==> src/rtl/loader_pkg.sv <==
// Shared types and constants for the program loader: FSM encoding, frame
// start byte, error codes and small helpers used across the loader files.
package loader_pkg;

    typedef enum logic [2:0] {
        S_IDLE,
        S_CNT0,
        S_CNT1,
        S_DATA,
        S_WRITE,
        S_CHK
    } state_t;

    localparam logic [7:0] MAGIC_DEFAULT = 8'hA5;

    localparam logic [1:0] ERR_NONE  = 2'b00;
    localparam logic [1:0] ERR_COUNT = 2'b01;
    localparam logic [1:0] ERR_SUM   = 2'b10;

    // Byte-index width inside a word; a one-byte word still needs a 1-bit index.
    function automatic int idx_width(input int step);
        return (step > 1) ? $clog2(step) : 1;
    endfunction

    function automatic logic [7:0] sum8(input logic [7:0] a, input logic [7:0] b);
        return a + b;
    endfunction

endpackage

==> src/rtl/program_loader_if.sv <==
// Byte-stream input and program-memory write port of the loader, bundled so
// the source (master) and the loader (slave) see opposite directions.
interface program_loader_if #(
    parameter int INSTR_ADDR_WIDTH = 20,
    parameter int STEP             = 4
);

    logic [7:0]                  rx_data;
    logic                        rx_valid;
    logic                        rx_ready;
    logic                        pgm;
    logic [INSTR_ADDR_WIDTH-1:0] addr;
    logic [STEP*8-1:0]           data;

    modport master (
        output rx_data,
        output rx_valid,
        input  rx_ready,
        input  pgm,
        input  addr,
        input  data
    );

    modport slave (
        input  rx_data,
        input  rx_valid,
        output rx_ready,
        output pgm,
        output addr,
        output data
    );

endinterface

==> src/rtl/word_assembler.sv <==
// Collects STEP little-endian bytes into one memory word; byte k lands in
// bits [8k+7:8k] and last_byte flags the final byte slot of the word.
module word_assembler
    import loader_pkg::*;
#(
    parameter int STEP = 4
) (
    input  logic              clk,
    input  logic              reset,
    input  logic              clear,
    input  logic              load,
    input  logic [7:0]        byte_in,
    output logic [STEP*8-1:0] word,
    output logic              last_byte
);

    localparam int IDX_W = idx_width(STEP);
    localparam logic [IDX_W-1:0] LAST_IDX = IDX_W'(STEP - 1);

    logic [IDX_W-1:0]  idx_q, idx_d;
    logic [STEP*8-1:0] word_q, word_d;

    assign last_byte = (idx_q == LAST_IDX);
    assign word      = word_q;

    // clear wins over load so a new frame or a finished word always restarts at byte 0
    always_comb begin
        idx_d  = idx_q;
        word_d = word_q;
        if (clear) begin
            idx_d  = '0;
            word_d = '0;
        end else if (load) begin
            word_d[int'(idx_q)*8 +: 8] = byte_in;
            idx_d = last_byte ? '0 : idx_q + 1'b1;
        end
    end

    always_ff @(posedge clk) begin
        if (reset) begin
            idx_q  <= '0;
            word_q <= '0;
        end else begin
            idx_q  <= idx_d;
            word_q <= word_d;
        end
    end

endmodule

==> src/rtl/program_loader.sv <==
// Framed boot loader: parses MAGIC, 16-bit word count, data words and a
// mod-256 checksum, writing each assembled word to consecutive addresses.
module program_loader
    import loader_pkg::*;
#(
    parameter int         INSTR_ADDR_WIDTH = 20,
    parameter int         STEP             = 4,
    parameter logic [7:0] MAGIC            = MAGIC_DEFAULT
) (
    input  logic            clk,
    input  logic            reset,
    program_loader_if.slave bus,
    output logic            busy,
    output logic            done,
    output logic            error,
    output logic [1:0]      err_code
);

    // Largest legal count is the full memory; wide memories accept any 16-bit count.
    localparam int unsigned MAX_WORDS_I = (INSTR_ADDR_WIDTH >= 16) ? 65536 : (1 << INSTR_ADDR_WIDTH);
    localparam logic [16:0] MAX_WORDS   = 17'(MAX_WORDS_I);

    state_t                      state_q, state_d;
    logic [INSTR_ADDR_WIDTH-1:0] addr_q, addr_d;
    logic [16:0]                 words_q, words_d;
    logic [7:0]                  sum_q, sum_d;
    logic [7:0]                  cnt_lo_q, cnt_lo_d;
    logic                        rx_ready_q, rx_ready_d;
    logic                        pgm_q, pgm_d;
    logic                        busy_q, busy_d;
    logic                        done_q, done_d;
    logic                        error_q, error_d;
    logic [1:0]                  err_code_q, err_code_d;

    logic                        accept;
    logic                        asm_clear;
    logic                        asm_load;
    logic                        last_byte;
    logic [15:0]                 count;
    logic [STEP*8-1:0]           word;

    assign accept = bus.rx_valid && rx_ready_q;
    assign count  = {bus.rx_data, cnt_lo_q};

    word_assembler #(
        .STEP (STEP)
    ) u_word_assembler (
        .clk       (clk),
        .reset     (reset),
        .clear     (asm_clear),
        .load      (asm_load),
        .byte_in   (bus.rx_data),
        .word      (word),
        .last_byte (last_byte)
    );

    always_comb begin
        state_d    = state_q;
        addr_d     = addr_q;
        words_d    = words_q;
        sum_d      = sum_q;
        cnt_lo_d   = cnt_lo_q;
        busy_d     = busy_q;
        done_d     = 1'b0;
        error_d    = error_q;
        err_code_d = err_code_q;
        asm_clear  = 1'b0;
        asm_load   = 1'b0;

        unique case (state_q)
            S_IDLE: begin
                if (accept && bus.rx_data == MAGIC) begin
                    state_d    = S_CNT0;
                    error_d    = 1'b0;
                    err_code_d = ERR_NONE;
                    sum_d      = '0;
                    addr_d     = '0;
                    busy_d     = 1'b1;
                    asm_clear  = 1'b1;
                end
            end
            S_CNT0: begin
                if (accept) begin
                    cnt_lo_d = bus.rx_data;
                    sum_d    = sum8(sum_q, bus.rx_data);
                    state_d  = S_CNT1;
                end
            end
            S_CNT1: begin
                if (accept) begin
                    sum_d = sum8(sum_q, bus.rx_data);
                    if ({1'b0, count} > MAX_WORDS) begin
                        error_d    = 1'b1;
                        err_code_d = ERR_COUNT;
                        busy_d     = 1'b0;
                        state_d    = S_IDLE;
                    end else if (count == 16'd0) begin
                        state_d = S_CHK;
                    end else begin
                        words_d = {1'b0, count};
                        state_d = S_DATA;
                    end
                end
            end
            S_DATA: begin
                if (accept) begin
                    asm_load = 1'b1;
                    sum_d    = sum8(sum_q, bus.rx_data);
                    if (last_byte) begin
                        state_d = S_WRITE;
                    end
                end
            end
            // Single stall cycle: the write strobe is up and no byte is taken
            S_WRITE: begin
                addr_d    = addr_q + 1'b1;
                words_d   = words_q - 17'd1;
                asm_clear = 1'b1;
                state_d   = (words_q == 17'd1) ? S_CHK : S_DATA;
            end
            S_CHK: begin
                if (accept) begin
                    if (bus.rx_data == sum_q) begin
                        done_d = 1'b1;
                    end else begin
                        error_d    = 1'b1;
                        err_code_d = ERR_SUM;
                    end
                    busy_d  = 1'b0;
                    state_d = S_IDLE;
                end
            end
            default: begin
                state_d = S_IDLE;
                busy_d  = 1'b0;
            end
        endcase

        rx_ready_d = (state_d != S_WRITE);
        pgm_d      = (state_d == S_WRITE);
    end

    always_ff @(posedge clk) begin
        if (reset) begin
            state_q    <= S_IDLE;
            addr_q     <= '0;
            words_q    <= '0;
            sum_q      <= '0;
            cnt_lo_q   <= '0;
            rx_ready_q <= 1'b0;
            pgm_q      <= 1'b0;
            busy_q     <= 1'b0;
            done_q     <= 1'b0;
            error_q    <= 1'b0;
            err_code_q <= ERR_NONE;
        end else begin
            state_q    <= state_d;
            addr_q     <= addr_d;
            words_q    <= words_d;
            sum_q      <= sum_d;
            cnt_lo_q   <= cnt_lo_d;
            rx_ready_q <= rx_ready_d;
            pgm_q      <= pgm_d;
            busy_q     <= busy_d;
            done_q     <= done_d;
            error_q    <= error_d;
            err_code_q <= err_code_d;
        end
    end

    assign bus.rx_ready = rx_ready_q;
    assign bus.pgm      = pgm_q;
    assign bus.addr     = addr_q;
    assign bus.data     = word;
    assign busy         = busy_q;
    assign done         = done_q;
    assign error        = error_q;
    assign err_code     = err_code_q;

endmodule

==> src/flat_wrapper.sv <==
// flat-port wrapper written by rule: the top's interface ports become plain ports
module program_loader_flat import loader_pkg::*;
#(
    parameter int         INSTR_ADDR_WIDTH = 20,
    parameter int         STEP             = 4,
    parameter logic [7:0] MAGIC            = MAGIC_DEFAULT
)
  (clk, reset, busy, done, error, err_code, bus_rx_data, bus_rx_valid, bus_rx_ready, bus_pgm, bus_addr, bus_data);
  program_loader_if #(.INSTR_ADDR_WIDTH(INSTR_ADDR_WIDTH), .STEP(STEP)) bus_i ();
  input  logic clk;
  input  logic reset;
  output logic busy;
  output logic done;
  output logic error;
  output logic [1:0] err_code;
  input wire logic [$bits(bus_i.rx_data)-1:0] bus_rx_data;
  input wire logic [$bits(bus_i.rx_valid)-1:0] bus_rx_valid;
  output wire logic [$bits(bus_i.rx_ready)-1:0] bus_rx_ready;
  output wire logic [$bits(bus_i.pgm)-1:0] bus_pgm;
  output wire logic [$bits(bus_i.addr)-1:0] bus_addr;
  output wire logic [$bits(bus_i.data)-1:0] bus_data;
  assign bus_i.rx_data = bus_rx_data;
  assign bus_i.rx_valid = bus_rx_valid;
  assign bus_rx_ready = bus_i.rx_ready;
  assign bus_pgm = bus_i.pgm;
  assign bus_addr = bus_i.addr;
  assign bus_data = bus_i.data;
  program_loader #(.INSTR_ADDR_WIDTH(INSTR_ADDR_WIDTH), .STEP(STEP), .MAGIC(MAGIC)) u_core (.clk(clk), .reset(reset), .bus(bus_i), .busy(busy), .done(done), .error(error), .err_code(err_code));
endmodule
==> config.mk <==
export PLATFORM = sky130hd
export DESIGN_NAME = program_loader_flat
export DESIGN_NICKNAME = d
export VERILOG_FILES = /design/src/rtl/loader_pkg.sv /design/src/rtl/program_loader_if.sv /design/src/rtl/word_assembler.sv /design/src/rtl/program_loader.sv /design/src/flat_wrapper.sv
export SDC_FILE = /design/constraint.sdc
export NUM_CORES = 1
export LEC_CHECK = 0
export CORE_UTILIZATION = 45
export DETAILED_ROUTE_END_ITERATION = 8
export GPL_ROUTABILITY_DRIVEN = 0
export PLACE_DENSITY_LB_ADDON = 0.12
export SETUP_SLACK_MARGIN = 0.15
export SYNTH_ARGS = -nofsm -noshare
export SYNTH_HDL_FRONTEND = slang
export SYNTH_SLANG_ARGS = --single-unit
==> constraint.sdc <==
create_clock -name clk -period 4.1 [get_ports clk]
set_input_delay 0.82 -clock clk [delete_from_list [all_inputs] [get_ports clk]]
set_output_delay 0.82 -clock clk [all_outputs]
set_load 0.1 [all_outputs]
After elaboration in Yosys (flattened, before gate mapping)
Index checks and enable logic that the tools add are counted.

word-level totals
  word-level logic and storage cells = 104
  output and inout port bits = 59
  input bits = 11
  register bits after elaboration = 97

operators by class
  shifts and indexed selects = 2
  reductions and logical operators = 18
  equality and inequality tests = 19
  add/sub/neg operators = 5
  mux-type cells = 43
  $lt $le $gt $ge = 1
  bitwise logic cells = 3

operator list
  cell                     count
  $mux 17                  3
  $pmux 20 s2              1
  $pmux 17 s2              1
  $neg 5->33               1
  $shift 8x33->32 const A  1
  $shiftx 8x33->32         1
  $bwmux 32                1
  $mux 3                   9
  $add 20x1->20 const B    1
  $mux 20                  1
  $pmux 3 s6               1
  $eq 17x1->1 const B      1
  $gt 16x17->1 const B     1
  $sub 17x1->17 const B    1
  $logic_not 16->1         1
  $mux 8                   2
  $pmux 8 s2               1
  $mux 1                   13
  $mux 2                   6
  $ne 2x1->1 const B       5
  $eq 3x3->1 const B       3
  $reduce_or 3->1          3
  $add 8x8->8              1
  $eq 8x8->1               1
  22 further kinds         31

Longest topological paths before layout
Gate-level depths: netlist of the first run.

  depth in word-level cells = 6
  mapped depth = 8
  mapped depth without buffers = 7

By module
A second synthesis of the first run with hierarchy kept.

unflattened totals
  cell total of the unflattened synthesis = 596
  area, all modules = 4964.8 um^2

modules (own cells, without submodules)
  module          instances  sequential area each (um^2)  area each (um^2)  cells an instance
  program_loader  1          1261.2                       3562.2            439
  word_assembler  1          680.7                        1402.6            157

Worst setup path after synthesis of the first run
No wires, ideal clock.

  path kind = reg2reg
  start = register u_core.addr_q[0], in the netlist u_core.bus.addr[0]
  end = register u_core.addr_q[12], in the netlist u_core.bus.addr[12]
  arrival = 2.435 ns
  period minus slack after synthesis = 2.500 ns
  stages on the path, launching flop included = 7
  data required time = 4.035 ns
  library setup time = 0.065 ns
  path slack = 1.600 ns
  path buffers = 0
  path through = dfxtp_1 ha_1 nand3_1 nor4_4 nand3_1 mux2_1 nor2_1

on the way
  word-level cells in the longest chain between the ends = 2

RTL lines
  item                    RTL line               RTL
  start, declared         program_loader.sv:24   logic [INSTR_ADDR_WIDTH-1:0] addr_q, addr_d;
  start signal, assigned  program_loader.sv:158  addr_q <= addr_d;
  $add 20x1->20           program_loader.sv:116  addr_d = addr_q + 1'b1;
  $pmux 20 s2             program_loader.sv:70   unique case (state_q)

Every way passes these cells.
A chain may end at the register's enable or synchronous reset.

Final worst setup path of the first run
  start = input port bus_rx_data[1]
  end = register u_core.sum_q[7]

on the way
  word-level cells in the longest chain between the ends = 4
  elaborated cells between the ends (all ways) = 7
  those cells by class = add/sub (1); eq/ne (2); mux (2); reduce/logical (2)

RTL lines
  item                                                 RTL line               RTL
  start, declared                                      flat_wrapper.sv:16     input wire logic [$bits(bus_i.rx_data)-1:0] bus_rx_data;
  branches (longest 4 deep; another with $add 8x8->8)  --
  end signal, assigned                                 program_loader.sv:160  sum_q <= sum_d;
  end, declared                                        program_loader.sv:26   logic [7:0] sum_q, sum_d;

Several ways; the timed one is not identified. The select of a mux whose other input is x is not followed.

==> impl_metrics.env, run 1 <==
export IMPL_status="finished clean"
export IMPL_post_route_util_pct=56.2
export IMPL_num_vias=4680
export IMPL_grt_pass1_vias=4289
export IMPL_min_path_cells=2
export IMPL_final_cells=795
export IMPL_grt_pass1_wl_um=21200
export IMPL_wire_per_inst_um=16.0
export IMPL_drive_above_1_share_pct=5.16
export IMPL_ys_ff_latch=97
export IMPL_clock_sinks=97
export IMPL_maxCapViolations=0
export IMPL_die_x_um=106
export IMPL_crit_path_start_kind="input port"
export IMPL_criticalPathCategory="in2reg"
export IMPL_wl_met2_um=5900
export IMPL_grt_max_degree=58
export IMPL_post_place_cells=780
export IMPL_gr_total_overflow=0
export IMPL_cts_setup_buffers=0
export IMPL_antenna_found_initial=0
export IMPL_worstPathRequired_ns=4.39
export IMPL_hold_buffers=0
export IMPL_synth_fp_nets=633
export IMPL_grt_util_all_layers_pct=23.5
export IMPL_cts_root_buf="clkbuf_8"
export IMPL_period_share_pct=71.2
export IMPL_syn_area_um2=4880
export IMPL_highest_layer="met4"
export IMPL_wl_met3_um=695
export IMPL_clockPowerShare_pct=38.7
export IMPL_port_buffers=69
export IMPL_core_area_um2=10400
export IMPL_crit_cells=7
export IMPL_worstSkewPairLatency_ns=0.37
export IMPL_hold_viol_final=0
export IMPL_p_sw_share_pct=22.9
export IMPL_multi_input_area_um2=2740
export IMPL_drtIter0Drc=316
export IMPL_ys_types=60
export IMPL_die_y_um=106
export IMPL_syn_avg_cell_area_um2=8.07
export IMPL_clk_pin_slew_worst_paths_ns=0.09
export IMPL_async_reset_ff_share_pct=0
export IMPL_area_delta_synth_final_pct=19.8
export IMPL_power_net_switching_uw=378
export IMPL_crit_fanout=9
export IMPL_irDropWorstVdd_mv=0.143
export IMPL_min_period_ns=2.92
export IMPL_slowest_delay_ns=0.81
export IMPL_crit_chain="clkdlybuf4s50_1 -> ha_1 -> a21oi_1 -> o2111ai_1 -> and3_1 -> or4_1 -> a31oi_1"
export IMPL_final_max_slew_viol_count=0
export IMPL_ff2ff_path_depth=5
export IMPL_seqCellArea_um2=1940
export IMPL_p_leak_uw=0.00198
export IMPL_die_area_um2=11300
export IMPL_cp_data_arrival_time_ns=3.22
export IMPL_drc=0
export IMPL_nets=683
export IMPL_finalSetupViolCount=0
export IMPL_power_internal_uw=1270
export IMPL_setup_tns_ns=0
export IMPL_slowest_stage="clkdlybuf4s50_1"
export IMPL_p_comb_share_pct=4.3
export IMPL_ys_flop_type="dfxtp_1"
export IMPL_post_cts_resized=0
export IMPL_critPathBufInv=1
export IMPL_cts_made_buffers=9
export IMPL_htreeDepth=3
export IMPL_dr_pass1_iters=4
export IMPL_synth_edf_count=0
export IMPL_num_antenna_cells=0
export IMPL_cp_top_family="buffers and inverters"
export IMPL_wirelength_um=12800
export IMPL_yosysSeqAreaShare_pct=39.8
export IMPL_wl_met1_um=5940
export IMPL_relSlewSlack_pct=33.3
export IMPL_fill_cells=980
export IMPL_syn_instance_count=605
export IMPL_ys_warn_count=0
export IMPL_max_clock_freq_ghz=0.342
export IMPL_dpl_hpwl_um=8560
export IMPL_rsz0062_at_grt="no"
export IMPL_routed_via_density=5.89
export IMPL_crit_path_end_kind="flop"
export IMPL_cts_tree="done"
export IMPL_initial_utilization_pct=46.9
export IMPL_io_pins=70
export IMPL_ant_nets=0
export IMPL_hold_class="reg2reg"
export IMPL_worst_pin_slew_ns=0.997
export IMPL_clockBufferDepth=2
export IMPL_holdWs_ns=0.455
export IMPL_powerDensity_nw_per_um2=283
export IMPL_placementRows=37
export IMPL_p_seq_share_pct=57.0
export IMPL_fin_worst_skew_ns=0.00758
## synthesized netlist by cell type (4+ instances only)
library cell  instances  area share, %
nand3_1              28            2.9
o21ai_0              18            1.8
clkbuf_1             32            2.5
inv_1                11           0.85
mux2_1                4           0.92
nand4_1              43            5.5
a31oi_1               9            1.2
o31ai_1               9            1.4
mux2i_1              12            2.5
buf_1                 4           0.31
or3_1                 7           0.90
nor3b_1               7            1.1
nor2_1               52            4.0
nand2_1              79            6.1
and3_1                8            1.0
nor3_1               16            1.6
ha_1                 16            4.1
a21oi_1              76            7.8
and2_1                4           0.51
nor4_1                8            1.0
and4_1                6            1.1
dfxtp_1              97             40
## power by group through the flow
stage / logic, µW / clock network, µW / registers, µW
6_report: 70.6 / 640 / 943
5_1_grt: 76.2 / 693 / 943
4_1_cts: 70.6 / 659 / 943
3_5_place_dp: 70.7 / 0 / 965
3_3_place_gp: 70.0 / 0 / 965
2_1_floorplan: 34.6 / 0 / 968
## flip-flops by register name, summed over array words and instances (netlist names), 2 cells and up
signal,flops
u_core.err_code,2
u_core.u_word_assembler.idx_q,2
u_core.words_q,17
u_core.sum_q,8
u_core.cnt_lo_q,8
u_core.u_word_assembler.word,32
u_core.bus.addr,20
u_core.state_q,3
## path summary, 6_finish.rpt
path,start,endpoint,slack [ns]
worst max register to register,u_core.state_q[2]$_SDFF_PP0_,u_core.bus.addr[16]$_SDFFE_PP0P_,1.62
worst max-delay path,bus_rx_data[1],u_core.sum_q[7]$_SDFFE_PP0P_,1.18
worst min-delay path,u_core.u_word_assembler.word[25]$_SDFFE_PP0P_,u_core.u_word_assembler.word[25]$_SDFFE_PP0P_,0.46
worst min register to register,u_core.u_word_assembler.word[25]$_SDFFE_PP0P_,u_core.u_word_assembler.word[25]$_SDFFE_PP0P_,0.46
## cells in the final DEF (no fill, tap or decap), types with 6 or more instances in the layout
cell type	instances
dfxtp_1	97
clkdlybuf4s50_1	68
o21ai_0	18
and4_1	6
a31oi_1	9
nor4_1	8
mux2i_1	12
inv_1	11
nor3b_1	6
clkbuf_8	11
nor3_1	15
o31ai_1	9
ha_1	16
nand3_1	28
a21oi_1	76
and3_1	8
or3_1	7
buf_4	10
nand4_1	43
nand2_1	79
nor2_1	52
## routing by layer
layer,vias to the layer above,GRT usage (%)
li1,2322,-
met1,2201,30.7
met2,141,38.2
met3,16,3.68
met4,0,10.2
met5,-,0
## worst min-delay path, delay by kind of cell (launching register included)
| kind | cells | cell delay (ns) |
|---|---|---|
| flops | 1 | 0.32 |
| simple gates | 1 | 0.05 |
| compound gates | 1 | 0.05 |
## kinds of logic (layout without fill, tap and decap cells)
logic type / Yosys count / after routing / synth area share (%)
adder cells (fa/ha/maj): 17 / 17 / 4.51
multiplexers: 17 / 17 / 3.61
flip-flops: 97 / 97 / 39.8
AO/OA/AOI/OAI: 145 / 145 / 17.9
AND/OR/NAND/NOR: 272 / 272 / 28.9
XOR/XNOR: 5 / 5 / 0.897
buffers and inverters: 52 / 106 / 4.41
## cell type report
type	count	area share [%]
Sequential cell	97	33.2
Multi-Input combinational cell	456	46.8
Tap cell	136	2.91
Inverter	12	0.770
Clock buffer	13	2.72
Clock inverter	2	0.642
Timing Repair Buffer	79	13.0
## metrics by stage
stage                     cell area (µm²)  worst slack (ns)  total power [µW]
after floorplan                      4880              1.60              1000
after global placement               5650             0.821              1030
after detailed placement             5650             0.758              1040
after CTS                            5850              1.19              1670
after global routing                 5850              1.07              1710
final                                5850              1.18              1650
Power figures use the tool's default switching activity.
==> run 2: changes to the inputs <==
==> constraint.sdc (replaced) <==
create_clock -name clk -period 2.8 [get_ports clk]
set_input_delay 0.56 -clock clk [delete_from_list [all_inputs] [get_ports clk]]
set_output_delay 0.56 -clock clk [all_outputs]
set_load 0.1 [all_outputs]
==> run 2 against run 1 <==
Clock power rose by 66%. Combinational power grew 73%. Worst hold slack better by 0.0034 ns. Power increased by 55%. Critical path type unchanged. Global-route usage up 0.52 points. Critical path depth did not move. First-iteration DRC count shrank 0.32%. Sequential share of layout area is 0.71 points lower.
==> impl_metrics.env, run 2 (synthesis results as in run 1) <==
export IMPL_hold_viol_final=0
export IMPL_finalSetupViolCount=0
export IMPL_core_area_um2=10400
export IMPL_r2r_end="u_core.words_q[16]$_SDFFE_PP0P_"
export IMPL_min_period_ns=2.32
export IMPL_worstSkewPairLatency_ns=0.37
export IMPL_io_pins=70
export IMPL_cts_made_buffers=9
export IMPL_fill_cells=972
export IMPL_grt_max_degree=42
export IMPL_drive_above_1_share_pct=18.0
export IMPL_slowest_stage="or4_1"
export IMPL_dr_pass1_iters=4
export IMPL_die_y_um=106
export IMPL_final_cells=824
export IMPL_ff2ff_path_depth=7
export IMPL_worst_pin_slew_ns=0.576
export IMPL_criticalPathCategory="in2reg"
export IMPL_setup_ws_ns=0.484
export IMPL_cp_data_arrival_time_ns=2.61
export IMPL_crit_fanout=3
export IMPL_initial_utilization_pct=46.9
export IMPL_startpoint="bus_rx_data[1]"
export IMPL_final_cell_mix="97 x dfxtp_1, 95 x buf_4, 79 x nand2_1"
export IMPL_clock_sinks=97
export IMPL_placementRows=37
export IMPL_num_vias=4803
export IMPL_num_antenna_cells=0
export IMPL_nets=711
export IMPL_critPathBufInv=1
export IMPL_setup_tns_ns=0
export IMPL_ant_nets=0
export IMPL_final_max_slew_viol_count=0
export IMPL_area_delta_synth_final_pct=22.4
export IMPL_dp_slack_ns=0.125
export IMPL_p_leak_uw=0.00227
export IMPL_dpl_hpwl_um=9350
export IMPL_hold_class="reg2reg"
export IMPL_port_buffers=69
export IMPL_largest_register_ffs=32
export IMPL_max_clock_freq_ghz=0.432
export IMPL_grt_pass1_wl_um=21500
export IMPL_relSlewSlack_pct=61.3
export IMPL_multi_input_area_um2=2740
export IMPL_routed_via_density=5.83
export IMPL_irDropWorstVdd_mv=0.253
export IMPL_die_area_um2=11300
export IMPL_worstPathRequired_ns=3.10
export IMPL_gr_total_overflow=0
export IMPL_post_place_cells=808
export IMPL_cts_root_buf="clkbuf_8"
export IMPL_drtIter0Drc=315
export IMPL_grt_pass1_vias=4470
export IMPL_slowest_delay_ns=0.50
export IMPL_cts_tree="done"
export IMPL_seqCellArea_um2=1940
export IMPL_placed_cell_area_um2=5740
export IMPL_cts_setup_buffers=0
export IMPL_grt_util_all_layers_pct=24.0
export IMPL_crit_path_end_kind="flop"
export IMPL_crit_cells=7
export IMPL_total_power_uw=2560
export IMPL_reg2reg_setup_slack_ns=0.65
export IMPL_antenna_found_initial=0
export IMPL_die_x_um=106
export IMPL_layout_commonest_cell="dfxtp_1"
export IMPL_cp_top_family="simple AND/OR/NAND/NOR gates"
export IMPL_fin_worst_skew_ns=0.0147
export IMPL_crit_chain="clkdlybuf4s50_1 -> ha_1 -> a21oi_1 -> o2111ai_1 -> and3_1 -> or4_1 -> a31oi_1"
export IMPL_fin_area_um2=5980
export IMPL_drc=0
export IMPL_wirelength_um=13200
export IMPL_maxCapViolations=0
export IMPL_endpoint="u_core.sum_q[7]$_SDFFE_PP0P_"
export IMPL_htreeDepth=3
export IMPL_period_share_pct=82.7
export IMPL_r2r_start="u_core.words_q[0]$_SDFFE_PP0P_"
export IMPL_powerDensity_nw_per_um2=429
export IMPL_post_cts_resized=0
export IMPL_status="finished clean"
export IMPL_clockBufferDepth=2
export IMPL_crit_path_start_kind="input port"
export IMPL_wire_per_inst_um=16.0
export IMPL_rsz0062_at_grt="no"
export IMPL_hold_buffers=0
export IMPL_clk_pin_slew_worst_paths_ns=0.09
[run 2: cell type report]
cell class                 count  share of cell area, %
clock buffer                  11                   2.53
clock inverter                 5                   1.42
inverter                      12                  0.754
multi-input combinational    456                   45.8
sequential                    97                   32.5
tap                          136                   2.85
timing repair buffer         107                   14.2
[run 2: metrics by stage]
stage | utilization, % | hold slack, ns
floorplan | - | 0.436
global placement | 55.1 | 0.441
detailed placement | 55.1 | 0.446
CTS | 57.4 | 0.461
global route | 57.4 | 0.480
finish | 57.4 | 0.458
[run 2: layer usage]
layer | GRT usage [%] | wire length, µm | vias up | part of all wire, %
li1 | - | - | 2383 | -
met1 | 30.5 | 6010 | 2254 | 45
met2 | 39.3 | 6160 | 141 | 47
met3 | 3.99 | 658 | 25 | 5.0
met4 | 11.7 | 384 | 0 | 2.9
met5 | 0 | 0 | - | 0
[run 2: worst min path at each step]
| stage | startpoint | to | slack (ns) | depth (start not counted) |
|---|---|---|---|---|
| floorplan | u_core.sum_q[0]$_SDFFE_PP0P_ | u_core.sum_q[0]$_SDFFE_PP0P_ | 0.44 | 2 |
| global placement | u_core.u_word_assembler.word[20]$_SDFFE_PP0P_ | u_core.u_word_assembler.word[20]$_SDFFE_PP0P_ | 0.44 | 2 |
| detailed placement | u_core.u_word_assembler.word[23]$_SDFFE_PP0P_ | u_core.u_word_assembler.word[23]$_SDFFE_PP0P_ | 0.45 | 2 |
| CTS | u_core.u_word_assembler.word[27]$_SDFFE_PP0P_ | u_core.u_word_assembler.word[27]$_SDFFE_PP0P_ | 0.46 | 2 |
| global route | u_core.u_word_assembler.word[5]$_SDFFE_PP0P_ | u_core.u_word_assembler.word[5]$_SDFFE_PP0P_ | 0.48 | 2 |
| finish | u_core.u_word_assembler.word[19]$_SDFFE_PP0P_ | u_core.u_word_assembler.word[19]$_SDFFE_PP0P_ | 0.46 | 2 |
[run 2: worst reg2reg max path: cells and delay by family (launching register included)]
family,cells,cell delay [ns]
AO/OA/AOI/OAI,1,0.12
adder cells (fa/ha/maj),1,0.30
buffers and inverters,2,0.30
flip-flops,1,0.35
AND/OR/NAND/NOR,3,1.03
[run 2: report_power, final]
group / internal, µW / switching (µW) / total, µW
registers: 1380 / 0.765 / 1380
logic: 42.6 / 79.6 / 122
clock network: 557 / 502 / 1060
total: 1980 / 583 / 2560
==> run 3: changes to the inputs <==
==> constraint.sdc (replaced) <==
create_clock -name clk -period 1.9 [get_ports clk]
set_input_delay 0.38 -clock clk [delete_from_list [all_inputs] [get_ports clk]]
set_output_delay 0.38 -clock clk [all_outputs]
set_load 0.1 [all_outputs]
==> run 3 against run 2 <==
Combinational power rose by 84%. Sequential share of layout area is 4.5 points lower. Cell count is 7.5% higher. Die area unchanged. Routed wire length up 13%. Sequential cell count unchanged. Clock skew is 0.0019 ns lower. Utilization up 12 points. Critical endpoint unchanged.
==> impl_metrics.env, run 3 (synthesis results as in run 1) <==
export IMPL_crit_cells=7
export IMPL_num_antenna_cells=0
export IMPL_drive_above_1_share_pct=36.1
export IMPL_clockBufferDepth=2
export IMPL_port_buffers=69
export IMPL_grt_pass1_vias=4810
export IMPL_r2r_start="u_core.sum_q[0]$_SDFFE_PP0P_"
export IMPL_grt_pass1_wl_um=23500
export IMPL_gr_total_overflow=0
export IMPL_cp_data_arrival_time_ns=2.09
export IMPL_cts_tree="done"
export IMPL_wl_met3_um=872
export IMPL_clockPowerShare_pct=39.8
export IMPL_htreeDepth=3
export IMPL_fin_area_um2=7180
export IMPL_max_clock_freq_ghz=0.559
export IMPL_grt_max_degree=58
export IMPL_irDropWorstVdd_mv=0.373
export IMPL_cts_made_buffers=9
export IMPL_layout_commonest_cell="buf_4"
export IMPL_p_leak_uw=0.00280
export IMPL_criticalPathCategory="reg2reg"
export IMPL_wl_met2_um=7370
export IMPL_ff2ff_path_depth=7
export IMPL_hold_viol_final=0
export IMPL_crit_path_start_kind="flop"
export IMPL_area_delta_synth_final_pct=47.1
export IMPL_ant_nets=0
export IMPL_num_vias=5150
export IMPL_final_cell_mix="125 x buf_4, 73 x nand2_1, 69 x a21oi_1, 69 x dfxtp_1, 51 x nor2_1"
export IMPL_crit_fanout=2
export IMPL_final_cells=886
export IMPL_initial_utilization_pct=46.9
export IMPL_slowest_delay_ns=0.40
export IMPL_fin_worst_skew_ns=0.0127
export IMPL_p_comb_share_pct=6.1
export IMPL_finalSetupViolCount=0
export IMPL_largest_register_ffs=32
export IMPL_reg2reg_setup_slack_ns=0.11
export IMPL_r2r_end="u_core.sum_q[7]$_SDFFE_PP0P_"
export IMPL_relSlewSlack_pct=74.1
export IMPL_dr_pass1_iters=5
export IMPL_power_net_switching_uw=967
export IMPL_routed_via_density=5.81
export IMPL_min_period_ns=1.79
export IMPL_status="finished clean"
export IMPL_p_seq_share_pct=54.2
export IMPL_drtIter0Drc=280
export IMPL_power_internal_uw=2760
export IMPL_io_pins=70
export IMPL_clock_sinks=97
export IMPL_wirelength_um=14900
export IMPL_die_area_um2=11300
export IMPL_crit_path_end_kind="flop"
export IMPL_drc=0
export IMPL_slowest_stage="or4_1"
export IMPL_cp_top_family="simple AND/OR/NAND/NOR gates"
export IMPL_wire_per_inst_um=16.9
export IMPL_antenna_found_initial=0
export IMPL_startpoint="u_core.sum_q[0]$_SDFFE_PP0P_"
export IMPL_placementRows=37
export IMPL_post_place_cells=843
export IMPL_die_x_um=106
export IMPL_highest_layer="met4"
export IMPL_clk_pin_slew_worst_paths_ns=0.11
export IMPL_period_share_pct=94.2
export IMPL_core_area_um2=10400
export IMPL_powerDensity_nw_per_um2=519
export IMPL_cts_root_buf="clkbuf_8"
export IMPL_worstPathRequired_ns=2.20
export IMPL_nets=773
export IMPL_hold_buffers=0
export IMPL_rsz0062_at_grt="yes"
export IMPL_worstSkewPairLatency_ns=0.38
export IMPL_die_y_um=106
export IMPL_maxCapViolations=0
export IMPL_p_sw_share_pct=26.0
export IMPL_endpoint="u_core.sum_q[7]$_SDFFE_PP0P_"
export IMPL_grt_util_all_layers_pct=26.0
export IMPL_final_max_slew_viol_count=0
export IMPL_placed_cell_area_um2=6430
export IMPL_hold_class="reg2reg"
export IMPL_crit_chain="ha_4 -> buf_6 -> a21oi_4 -> o2111ai_2 -> and3_1 -> or4_1 -> a31oi_1"
export IMPL_critPathBufInv=1
export IMPL_wl_met1_um=6330
export IMPL_dpl_hpwl_um=10200
export IMPL_worst_pin_slew_ns=0.386
[run 3: cell types whose count changed in the layout (fill, tap and decap cells not counted), sizes merged, moves of 3 or more]
cell	delta
buf	+60
clkdlybuf4s50	-8
dlygate4sd2	+6
inv	+3
[run 3: cell type report]
cell class	count	area (µm²)
Fill cell	847	3230
Multi-Input combinational cell	456	3100
Sequential cell	97	2010
Timing Repair Buffer	169	1640
Tap cell	136	170
Clock buffer	9	124
Clock inverter	7	95.1
Inverter	12	47.5
[run 3: power groups by stage]
stage                     Clock (µW)  Sequential [µW]  Combinational, µW
final                           1480             2020                225
after global routing            1590             2020                240
after CTS                       1510             2020                216
after detailed placement           0             2070                215
after global placement             0             2070                213
after floorplan                    0             2070               85.2
[run 3: repair_timing]
item                                    in CTS  in global routing
endpoints found under the setup margin      79                 72
gates resized for setup                     31                 60
buffers inserted                             6                 19
gates cloned                                 0                  2
pin swaps                                   17                 35
[run 3: per-layer routing]
layer | up-vias | GRT usage (%)
met5 | - | 0
met4 | 0 | 8.93
met3 | 26 | 4.41
met2 | 190 | 44.0
met1 | 2433 | 33.2
li1 | 2501 | -
[run 3: per-stage QoR]
step                      power, µW  TNS (ns)  setup WS (ns)  hold slack [ns]  util, %
after global placement         2280    -30.93         -0.481            0.442     61.8
after global routing           3850         0         0.0519            0.479     69.0
after floorplan                2160         0         0.0551            0.436        -
final                          3720         0          0.110            0.458     69.0
after detailed placement       2280    -32.22         -0.539            0.446     61.8
after CTS                      3740         0          0.121            0.461     65.1
[run 3: worst min path at each step]
stage | startpoint | end | slack, ns | depth (start not counted)
finish | u_core.u_word_assembler.word[1]$_SDFFE_PP0P_ | u_core.u_word_assembler.word[1]$_SDFFE_PP0P_ | 0.46 | 2
global route | u_core.u_word_assembler.word[6]$_SDFFE_PP0P_ | u_core.u_word_assembler.word[6]$_SDFFE_PP0P_ | 0.48 | 2
CTS | reset | u_core.cnt_lo_q[5]$_SDFFE_PP0P_ | 0.46 | 3
detailed placement | u_core.u_word_assembler.word[1]$_SDFFE_PP0P_ | u_core.u_word_assembler.word[1]$_SDFFE_PP0P_ | 0.45 | 2
global placement | u_core.u_word_assembler.word[9]$_SDFFE_PP0P_ | u_core.u_word_assembler.word[9]$_SDFFE_PP0P_ | 0.44 | 2
floorplan | u_core.sum_q[0]$_SDFFE_PP0P_ | u_core.sum_q[0]$_SDFFE_PP0P_ | 0.44 | 2
[run 3: tightest hold or removal path: cells and delay by family, from the launching register on]
kind / cells / cell delay [ns]
AO/OA/AOI/OAI: 1 / 0.05
flip-flops: 1 / 0.33
AND/OR/NAND/NOR: 1 / 0.05
